[config.mk]
export PLATFORM = sky130hd
export DESIGN_NAME = bk_burst_accum_flat
export DESIGN_NICKNAME = d
export VERILOG_FILES = /design/src/rtl/bk_accum_pkg.sv /design/src/rtl/bk_burst_accum_if.sv /design/src/rtl/BKadder.sv /design/src/rtl/bk_burst_accum.sv /design/src/flat_wrapper.sv
export SDC_FILE = /design/constraint.sdc
export NUM_CORES = 1
export LEC_CHECK = 0
export BUFFER_PORTS_ARGS = -buffer_cell sky130_fd_sc_hd__buf_2
export CAP_MARGIN = 20
export CORE_MARGIN = 5
export CORE_UTILIZATION = 51
export CTS_CLUSTER_SIZE = 24
export DETAILED_ROUTE_END_ITERATION = 7
export PLACE_DENSITY = 0.88
export SYNTH_ARGS = -nofsm -noshare
export SYNTH_HDL_FRONTEND = slang
export SYNTH_HIERARCHICAL = 1
export SYNTH_SLANG_ARGS = --single-unit
[constraint.sdc]
create_clock -name clk -period 2.6 [get_ports clk]
set_clock_uncertainty 0.05 [all_clocks]
set_input_delay 0.52 -clock clk [delete_from_list [all_inputs] [get_ports clk]]
set_output_delay 0.52 -clock clk [all_outputs]
set_load 0.02 [all_outputs]
[src/rtl/bk_accum_pkg.sv]
// Shared types and constants for the burst accumulator and its Brent-Kung adder.
package bk_accum_pkg;

  localparam int DATA_W = 16;
  localparam int IDX_W  = $clog2(DATA_W);
  localparam int LVL    = $clog2(DATA_W);

  typedef enum logic [0:0] {
    ST_ACC,
    ST_DONE
  } state_t;

endpackage

[src/rtl/bk_burst_accum_if.sv]
// Operand stream and result stream of the burst accumulator, bundled as one interface.
interface bk_burst_accum_if #(
  parameter int CARRY_W = 8,
  parameter int CNT_W   = 8
);

  logic                                  in_valid;
  logic                                  in_ready;
  logic [bk_accum_pkg::DATA_W-1:0]       in_data;
  logic                                  in_last;
  logic                                  out_valid;
  logic                                  out_ready;
  logic [CARRY_W+bk_accum_pkg::DATA_W-1:0] out_sum;
  logic [CNT_W-1:0]                      out_count;
  logic                                  out_ovf;

  modport master (
    output in_valid, in_data, in_last, out_ready,
    input  in_ready, out_valid, out_sum, out_count, out_ovf
  );

  modport slave (
    input  in_valid, in_data, in_last, out_ready,
    output in_ready, out_valid, out_sum, out_count, out_ovf
  );

endinterface

[src/rtl/BKadder.sv]
// 16-bit Brent-Kung parallel-prefix adder (carry-in fixed at zero).
module BKadder
  import bk_accum_pkg::*;
(
  input  logic [DATA_W-1:0] a,
  input  logic [DATA_W-1:0] b,
  output logic [DATA_W-1:0] sum,
  output logic              cout
);

  logic [DATA_W-1:0] p;
  logic [DATA_W-1:0] gg;
  logic [DATA_W-1:0] pp;

  // Prefix (G,P) nodes are refined in place: the up-sweep builds power-of-two
  // spans, the down-sweep fills in the remaining prefixes from bit 0.
  always_comb begin
    p  = a ^ b;
    gg = a & b;
    pp = p;
    for (int l = 0; l < LVL; l++) begin
      for (int i = 0; i < DATA_W; i++) begin
        if (((i + 1) % (2 << l)) == 0) begin
          gg[IDX_W'(i)] = gg[IDX_W'(i)] | (pp[IDX_W'(i)] & gg[IDX_W'(i - (1 << l))]);
          pp[IDX_W'(i)] = pp[IDX_W'(i)] & pp[IDX_W'(i - (1 << l))];
        end
      end
    end
    for (int l = LVL - 2; l >= 0; l--) begin
      for (int i = 0; i < DATA_W; i++) begin
        if ((i >= (3 << l) - 1) && (((i + 1 - (1 << l)) % (2 << l)) == 0)) begin
          gg[IDX_W'(i)] = gg[IDX_W'(i)] | (pp[IDX_W'(i)] & gg[IDX_W'(i - (1 << l))]);
        end
      end
    end
    sum  = p ^ {gg[DATA_W-2:0], 1'b0};
    cout = gg[DATA_W-1];
  end

endmodule

[src/rtl/bk_burst_accum.sv]
// Streaming burst accumulator around BKadder; widens the 16-bit sum with a carry counter.
// Optional feature macro BK_ACCUM_SAT_EN: saturate the total on carry overflow instead of wrapping.
module bk_burst_accum
  import bk_accum_pkg::*;
#(
  parameter int CARRY_W = 8,
  parameter int CNT_W   = 8
) (
  input logic             clk,
  input logic             rst,
  bk_burst_accum_if.slave bus
);

  state_t              state;
  logic [DATA_W-1:0]   acc_lo;
  logic [CARRY_W-1:0]  carry_hi;
  logic [CNT_W-1:0]    count;
  logic                ovf;
  logic                in_ready_q;
  logic                out_valid_q;

  logic [DATA_W-1:0]   sum;
  logic                cout;
  logic                ovf_hit;

  BKadder u_add (
    .a    (acc_lo),
    .b    (bus.in_data),
    .sum  (sum),
    .cout (cout)
  );

  assign ovf_hit = (&carry_hi) & cout;

  // NOTE: every register here is updated with <= so all reads in this block
  // see pre-edge values; reset is synchronous, so it lives inside the clocked branch.
  always_ff @(posedge clk) begin
    if (rst) begin
      state       <= ST_ACC;
      acc_lo      <= '0;
      carry_hi    <= '0;
      count       <= '0;
      ovf         <= 1'b0;
      in_ready_q  <= 1'b1;
      out_valid_q <= 1'b0;
    end else begin
      case (state)
        ST_ACC: begin
          if (bus.in_valid) begin
            count <= count + CNT_W'(1);
            ovf   <= ovf | ovf_hit;
`ifdef BK_ACCUM_SAT_EN
            // Once saturated, the total is pinned for the rest of the burst.
            if (ovf || ovf_hit) begin
              acc_lo   <= '1;
              carry_hi <= '1;
            end else begin
              acc_lo   <= sum;
              carry_hi <= carry_hi + CARRY_W'(cout);
            end
`else
            acc_lo   <= sum;
            carry_hi <= carry_hi + CARRY_W'(cout);
`endif
            if (bus.in_last) begin
              state       <= ST_DONE;
              in_ready_q  <= 1'b0;
              out_valid_q <= 1'b1;
            end
          end
        end
        ST_DONE: begin
          if (bus.out_ready) begin
            state       <= ST_ACC;
            acc_lo      <= '0;
            carry_hi    <= '0;
            count       <= '0;
            ovf         <= 1'b0;
            in_ready_q  <= 1'b1;
            out_valid_q <= 1'b0;
          end
        end
        default: begin
          state       <= ST_ACC;
          in_ready_q  <= 1'b1;
          out_valid_q <= 1'b0;
        end
      endcase
    end
  end

  assign bus.in_ready  = in_ready_q;
  assign bus.out_valid = out_valid_q;
  assign bus.out_sum   = {carry_hi, acc_lo};
  assign bus.out_count = count;
  assign bus.out_ovf   = ovf;

endmodule

[src/flat_wrapper.sv]
// flat-port wrapper written by rule: the top's interface ports become plain ports
module bk_burst_accum_flat import bk_accum_pkg::*;
#(
  parameter int CARRY_W = 8,
  parameter int CNT_W   = 8
)
  (clk, rst, bus_in_valid, bus_in_data, bus_in_last, bus_out_ready, bus_in_ready, bus_out_valid, bus_out_sum, bus_out_count, bus_out_ovf);
  bk_burst_accum_if #(.CARRY_W(CARRY_W), .CNT_W(CNT_W)) bus_i ();
  input logic clk;
  input logic rst;
  input wire logic [$bits(bus_i.in_valid)-1:0] bus_in_valid;
  input wire logic [$bits(bus_i.in_data)-1:0] bus_in_data;
  input wire logic [$bits(bus_i.in_last)-1:0] bus_in_last;
  input wire logic [$bits(bus_i.out_ready)-1:0] bus_out_ready;
  output wire logic [$bits(bus_i.in_ready)-1:0] bus_in_ready;
  output wire logic [$bits(bus_i.out_valid)-1:0] bus_out_valid;
  output wire logic [$bits(bus_i.out_sum)-1:0] bus_out_sum;
  output wire logic [$bits(bus_i.out_count)-1:0] bus_out_count;
  output wire logic [$bits(bus_i.out_ovf)-1:0] bus_out_ovf;
  assign bus_i.in_valid = bus_in_valid;
  assign bus_i.in_data = bus_in_data;
  assign bus_i.in_last = bus_in_last;
  assign bus_i.out_ready = bus_out_ready;
  assign bus_in_ready = bus_i.in_ready;
  assign bus_out_valid = bus_i.out_valid;
  assign bus_out_sum = bus_i.out_sum;
  assign bus_out_count = bus_i.out_count;
  assign bus_out_ovf = bus_i.out_ovf;
  bk_burst_accum #(.CARRY_W(CARRY_W), .CNT_W(CNT_W)) u_core (.clk(clk), .rst(rst), .bus(bus_i));
endmodule
## After elaboration in Yosys (flattened, before gate mapping)

Cells that the tools add are included.

- Word-level logic and storage cells: 69
- Flip-flop bits (word level): 36
- Input bits: 21

- Bitwise operators: 32
- $add $sub $neg: 2
- Reduce and logical (&&, ||, !) cells: 3
- Muxes and demuxes: 22
- Eq/ne operators: 3

Operator list:

| operator | count |
|---|---|
| 2-to-1 mux 16 bit | 2 |
| one-hot mux 16 bit (2 select lines) | 1 |
| one-hot mux 8 bit (2 select lines) | 2 |
| bitwise XOR 16 bit | 2 |
| 2-to-1 mux 8 bit | 3 |
| bitwise AND 1 bit | 16 |
| bitwise AND 16 bit | 1 |
| bitwise OR 1 bit | 12 |
| 2-to-1 mux 1 bit | 10 |
| adder 8 x 1 -> 8 bit | 1 |
| adder 8 x 1 -> 8 bit, second input constant | 1 |
| one-hot mux 1 bit (2 select lines) | 4 |
| AND reduction 8 bit | 1 |
| != test 2 bit, second input constant | 3 |
| AND reduction 3 bit | 1 |
| AND reduction 2 bit | 1 |
| NOT 1 bit | 1 |

## Depth between registers and ports, before layout

- Depth after elaboration: 12
- Mapped depth: 9
- Depth with buffers taken out: 9

## Modules after synthesis

Netlist, hierarchy kept.

Modules (own cells, without submodules):

| module | area each (µm²) | instances | cells an instance | sequential area each (µm²) |
|---|---|---|---|---|
| bk_burst_accum | 1403.8 | 1 | 151 | 720.7 |
| BKadder | 496.7 | 1 | 55 | 0.0 |

## Least setup slack after synthesis

No wires, ideal clock.

- Path kind: input to register
- Start: input port bus_in_data[0]
- End: register u_core.acc_lo[6]
- Cell stages on the path: 9
- Data arrival time: 2.101 ns
- Path slack: 0.383 ns
- Setup time: 0.065 ns
- Cells stage by stage: ha_1 > fa_1 > a21oi_2 > nor2_1 > nor2_1 > fa_1 > inv_1 > a22oi_1 > nor2_1

- Word-level cells in the longest chain between the ends: 10

Ends and longest elaborated chain:

| element | RTL line | RTL |
|---|---|---|
| start, declared | flat_wrapper.sv:12 | `input wire logic [$bits(bus_i.in_data)-1:0] bus_in_data;` |
| bitwise AND 16 bit | BKadder.sv:19 | `gg = a & b;` |
| bitwise AND 1 bit | BKadder.sv:24 | `gg[IDX_W'(i)] = gg[IDX_W'(i)] \| (pp[IDX_W'(i)] & gg[IDX_W'(i - (1 << l))]);` |
| bitwise OR 1 bit | BKadder.sv:24 |  |
| bitwise AND 1 bit | BKadder.sv:24 |  |
| bitwise OR 1 bit | BKadder.sv:24 |  |
| bitwise AND 1 bit | BKadder.sv:32 | `gg[IDX_W'(i)] = gg[IDX_W'(i)] \| (pp[IDX_W'(i)] & gg[IDX_W'(i - (1 << l))]);` |
| bitwise OR 1 bit | BKadder.sv:32 |  |
| bitwise XOR 16 bit | BKadder.sv:36 | `sum = p ^ {gg[DATA_W-2:0], 1'b0};` |
| net u_core.sum[6] | bk_burst_accum.sv:22 | `logic [DATA_W-1:0] sum;` |
| 2-to-1 mux 16 bit | bk_burst_accum.sv:49 | `if (bus.in_valid) begin` |
| one-hot mux 16 bit (2 select lines) | bk_burst_accum.sv:47 | `case (state)` |
| end signal, assigned | bk_burst_accum.sv:62 | `acc_lo <= sum;` |
| end, declared | bk_burst_accum.sv:15 | `logic [DATA_W-1:0] acc_lo;` |

The timed path passes the listed nets, and every way through them passes these cells. The select of a mux whose other input is x is not followed.
A chain may end at the register's enable or synchronous reset.

## Worst setup path in the final report

- Start: register u_core.acc_lo[0]
- End: register u_core.acc_lo[6]

- Word-level cells in the longest chain between the ends: 10

Ends and longest elaborated chain:

| element | RTL line |
|---|---|
| bitwise AND 16 bit | BKadder.sv:19 |
| bitwise AND 1 bit | BKadder.sv:24 |
| bitwise OR 1 bit | BKadder.sv:24 |
| bitwise AND 1 bit | BKadder.sv:24 |
| bitwise OR 1 bit | BKadder.sv:24 |
| bitwise AND 1 bit | BKadder.sv:32 |
| bitwise OR 1 bit | BKadder.sv:32 |
| bitwise XOR 16 bit | BKadder.sv:36 |
| net u_core.sum[6] | bk_burst_accum.sv:22 |
| 2-to-1 mux 16 bit | bk_burst_accum.sv:49 |
| one-hot mux 16 bit (2 select lines) | bk_burst_accum.sv:47 |

The timed path passes the listed nets, and every way through them passes these cells. The select of a mux whose other input is x is not followed.

==> impl_metrics.ini <==
[run_status]
outcome = completed

[grt]
grt_pass1_vias = 1620
grt_max_degree = 31
gr-total-overflow = 0
top_usage_layer = met2
grt_usage_pct = 16.50
grt_pass1_wl_mm = 6.762
use_met3_pct = 5.114
met1_usage_pct = 19.88
grt_use_met2_pct = 27.81
antenna_found_initial = 0

[power]
powerDensity_nw_per_um2 = 602.9
p_leak_nw = 1.083
p_comb_share_pct = 22.3
seqPwrFrac_pct = 43.5
ir_worst_vdd_v = 0.0003825
intPower_w = 0.001003
power.share.switching_pct = 28.80
pwr-share-clk_pct = 34.2
switchingPower_w = 0.0004056

[run]
maxCapViolations = 0

[cells_and_area]
diodes = 0
fin_nets = 305
drive_gt1_share_pct = 26.62
area_delta_synth_final_pct = 22.91

[critical_path]
cp_max_fo = 3
criticalPathCategory = reg -> reg
required_ns = 2.78
worst_setup_path_start_kind = register
cp.arrival_ns = 2.35
setup.worst_path.end_class = register

[logic_synthesis]
synthFlopType = dfxtp_1
mappedNetlistArea_sq_um = 1901
synth-edff-count = 0
synthesis.instances = 206
syn_nets = 249
avgSynthCellArea_sq_um = 9.226
yosys.cell_types.count = 31
synth-async-reset-ratio_pct = 0
synth.ff_latch_count = 36
ys_seq_area_share_pct = 37.92
yosysWarnings = 6

[clocking]
clk_pin_slew_ns = 0.07
cts_tree = yes
cts_setup_buffers = 0
cts_buffers = 5
cts_buffer_depth = 2
h-tree-depth = 2
clk_latency_ns = 0.29
clock_sinks = 36
post_cts_resized = 0
cts-root-buf = clkbuf_8
cts_hold_buf = 0

[timing]
setup_viol = 0
fin_crit_ns = 2.179
slew-limit-headroom_pct = 48.73
whs_ns = 0.4048
worstMarginPinSlew_ns = 0.7529
slew_violations = 0
hold_violations = 0
rsz0062_at_grt = no
period_share_pct = 83.80
max_freq_ghz = 0.4590
setup_tns_ns = 0

[detailed_routing]
detail_route.vias_per_cell = 5.495
dr.pass1.iters = 6
drc_errors = 0
wirelength_mm = 4.140
vias = 1709
wl_per_cell_microns = 13.31
ant_nets = 0
drt_iter0_drc = 125

[place]
dpl.hpwl_mm = 3.069
place_congestion = 0.7899
portBuffers = 55

[floorplan]
die_area_sq_um = 5047
die_x_microns = 71.05
io_pins = 56
die_h_microns = 71.05
fp-row-count = 22
core_area_sq_um = 3633
start_util_pct = 52.31

[hold_path]
hold_class = reg -> reg
[registers in the layout (all words and copies together), names as in the netlist]
register              cells
u_core/bus.in_ready       1
u_core/acc_lo            16
u_core/bus.out_count      8
u_core/bus.out_valid      1
u_core/state              1
u_core/bus.out_ovf        1
u_core/carry_hi           8
[Yosys cell counts (2+ instances only)]
cell type  count  area, sq um
dfxtp_1       36        720.7
nor2_1        25        93.84
a22oi_1       19        142.6
ha_1          18        225.2
a21oi_1       14        70.07
inv_1         12        45.04
o21ai_0        8        40.04
nand2_1        7        26.28
xor2_1         7        61.31
clkbuf_1       6        22.52
nand3_1        6        30.03
o31ai_1        6        45.04
or3_1          6        37.54
or4_1          6        45.04
fa_1           4        80.08
mux2i_1        3        30.03
xnor2_1        3        26.28
a21o_1         2        15.01
a21oi_2        2        17.52
and4_1         2        17.52
buf_4          2        15.01
nand4_1        2        12.51
nor2b_1        2        12.51
[worst max-delay path: stages (launching register included)]
cell	delay (ns)
dfxtp_1	0.33
ha_1	0.21
fa_1	0.40
a21oi_2	0.19
nor2_1	0.08
nor2_1	0.20
fa_1	0.44
inv_1	0.06
a22oi_1	0.07
nor2_1	0.08
[cell type report]
type,count,area [sq um]
clock buffer,6,72.57
clock inverter,2,35.03
fill,326,1297
inverter,12,45.04
multi-input combinational,149,1105
sequential,36,720.7
tap,48,60.06
timing repair buffer,58,297.8
[power by group through the flow]
stage	registers [W]	clock network, W	logic, W
finish	0.000613	0.000482	0.000314
global route	0.000619	0.000515	0.000349
CTS	0.000613	0.000498	0.000315
detailed placement	0.000625	0	0.000314
global placement	0.000624	0	0.000302
floorplan	0.000660	0	0.000188
[path summary, 6_finish.rpt]
| kind | start | slack [ns] | end | cells past startpoint |
|---|---|---|---|---|
| hold reg to reg | u_core/bus.out_valid | 0.40 | u_core/bus.out_valid | 2 |
| hold / removal | u_core/bus.out_valid | 0.40 | u_core/bus.out_valid | 2 |
| setup reg to reg | u_core/acc_lo[0] | 0.42 | u_core/acc_lo[6] | 9 |
| setup / recovery | u_core/acc_lo[0] | 0.42 | u_core/acc_lo[6] | 9 |
[through the flow]
stage	setup slack [ns]	cell area (sq um)	utilization [%]	instances	power, W
after global routing	0.3215	2336	64.29	311	0.001483
final	0.4211	2336	64.29	311	0.001408
after floorplan	0.3834	1901	-	206	0.0008474
after global placement	0.2101	2228	61.33	303	0.0009260
after CTS	0.4263	2336	64.29	311	0.001426
after detailed placement	0.1536	2228	61.33	303	0.0009390
[cell usage in the layout (no fill, tap or decap), types with 6 or more instances in the layout]
cell type / instances
o21ai_0: 8
buf_2: 55
dfxtp_1: 36
inv_1: 12
a21oi_1: 14
a22oi_1: 19
nand3_1: 6
or4_1: 6
xor2_1: 7
nor2_1: 25
o31ai_1: 6
or3_1: 6
nand2_1: 7
ha_1: 18
[metal layers]
layer  part of all wire [%]  wire length (microns)  vias to the layer above
li1                       -                      -                      858
met1                     44                   1820                      803
met2                     49                   2008                       45
met3                    6.7                    278                        3
met4                   0.82                     34                        0
met5                      0                      0                        -
[logic make-up after synthesis]
logic type | Yosys count | share of synthesized area (%)
flops | 36 | 37.92
simple gates | 58 | 15.14
xor+xnor | 10 | 4.609
buf+inv | 21 | 4.608
fa+ha+maj | 22 | 16.06
compound gates | 55 | 19.49
mux | 4 | 2.173
Note: power is estimated with default switching activity, not from simulation.
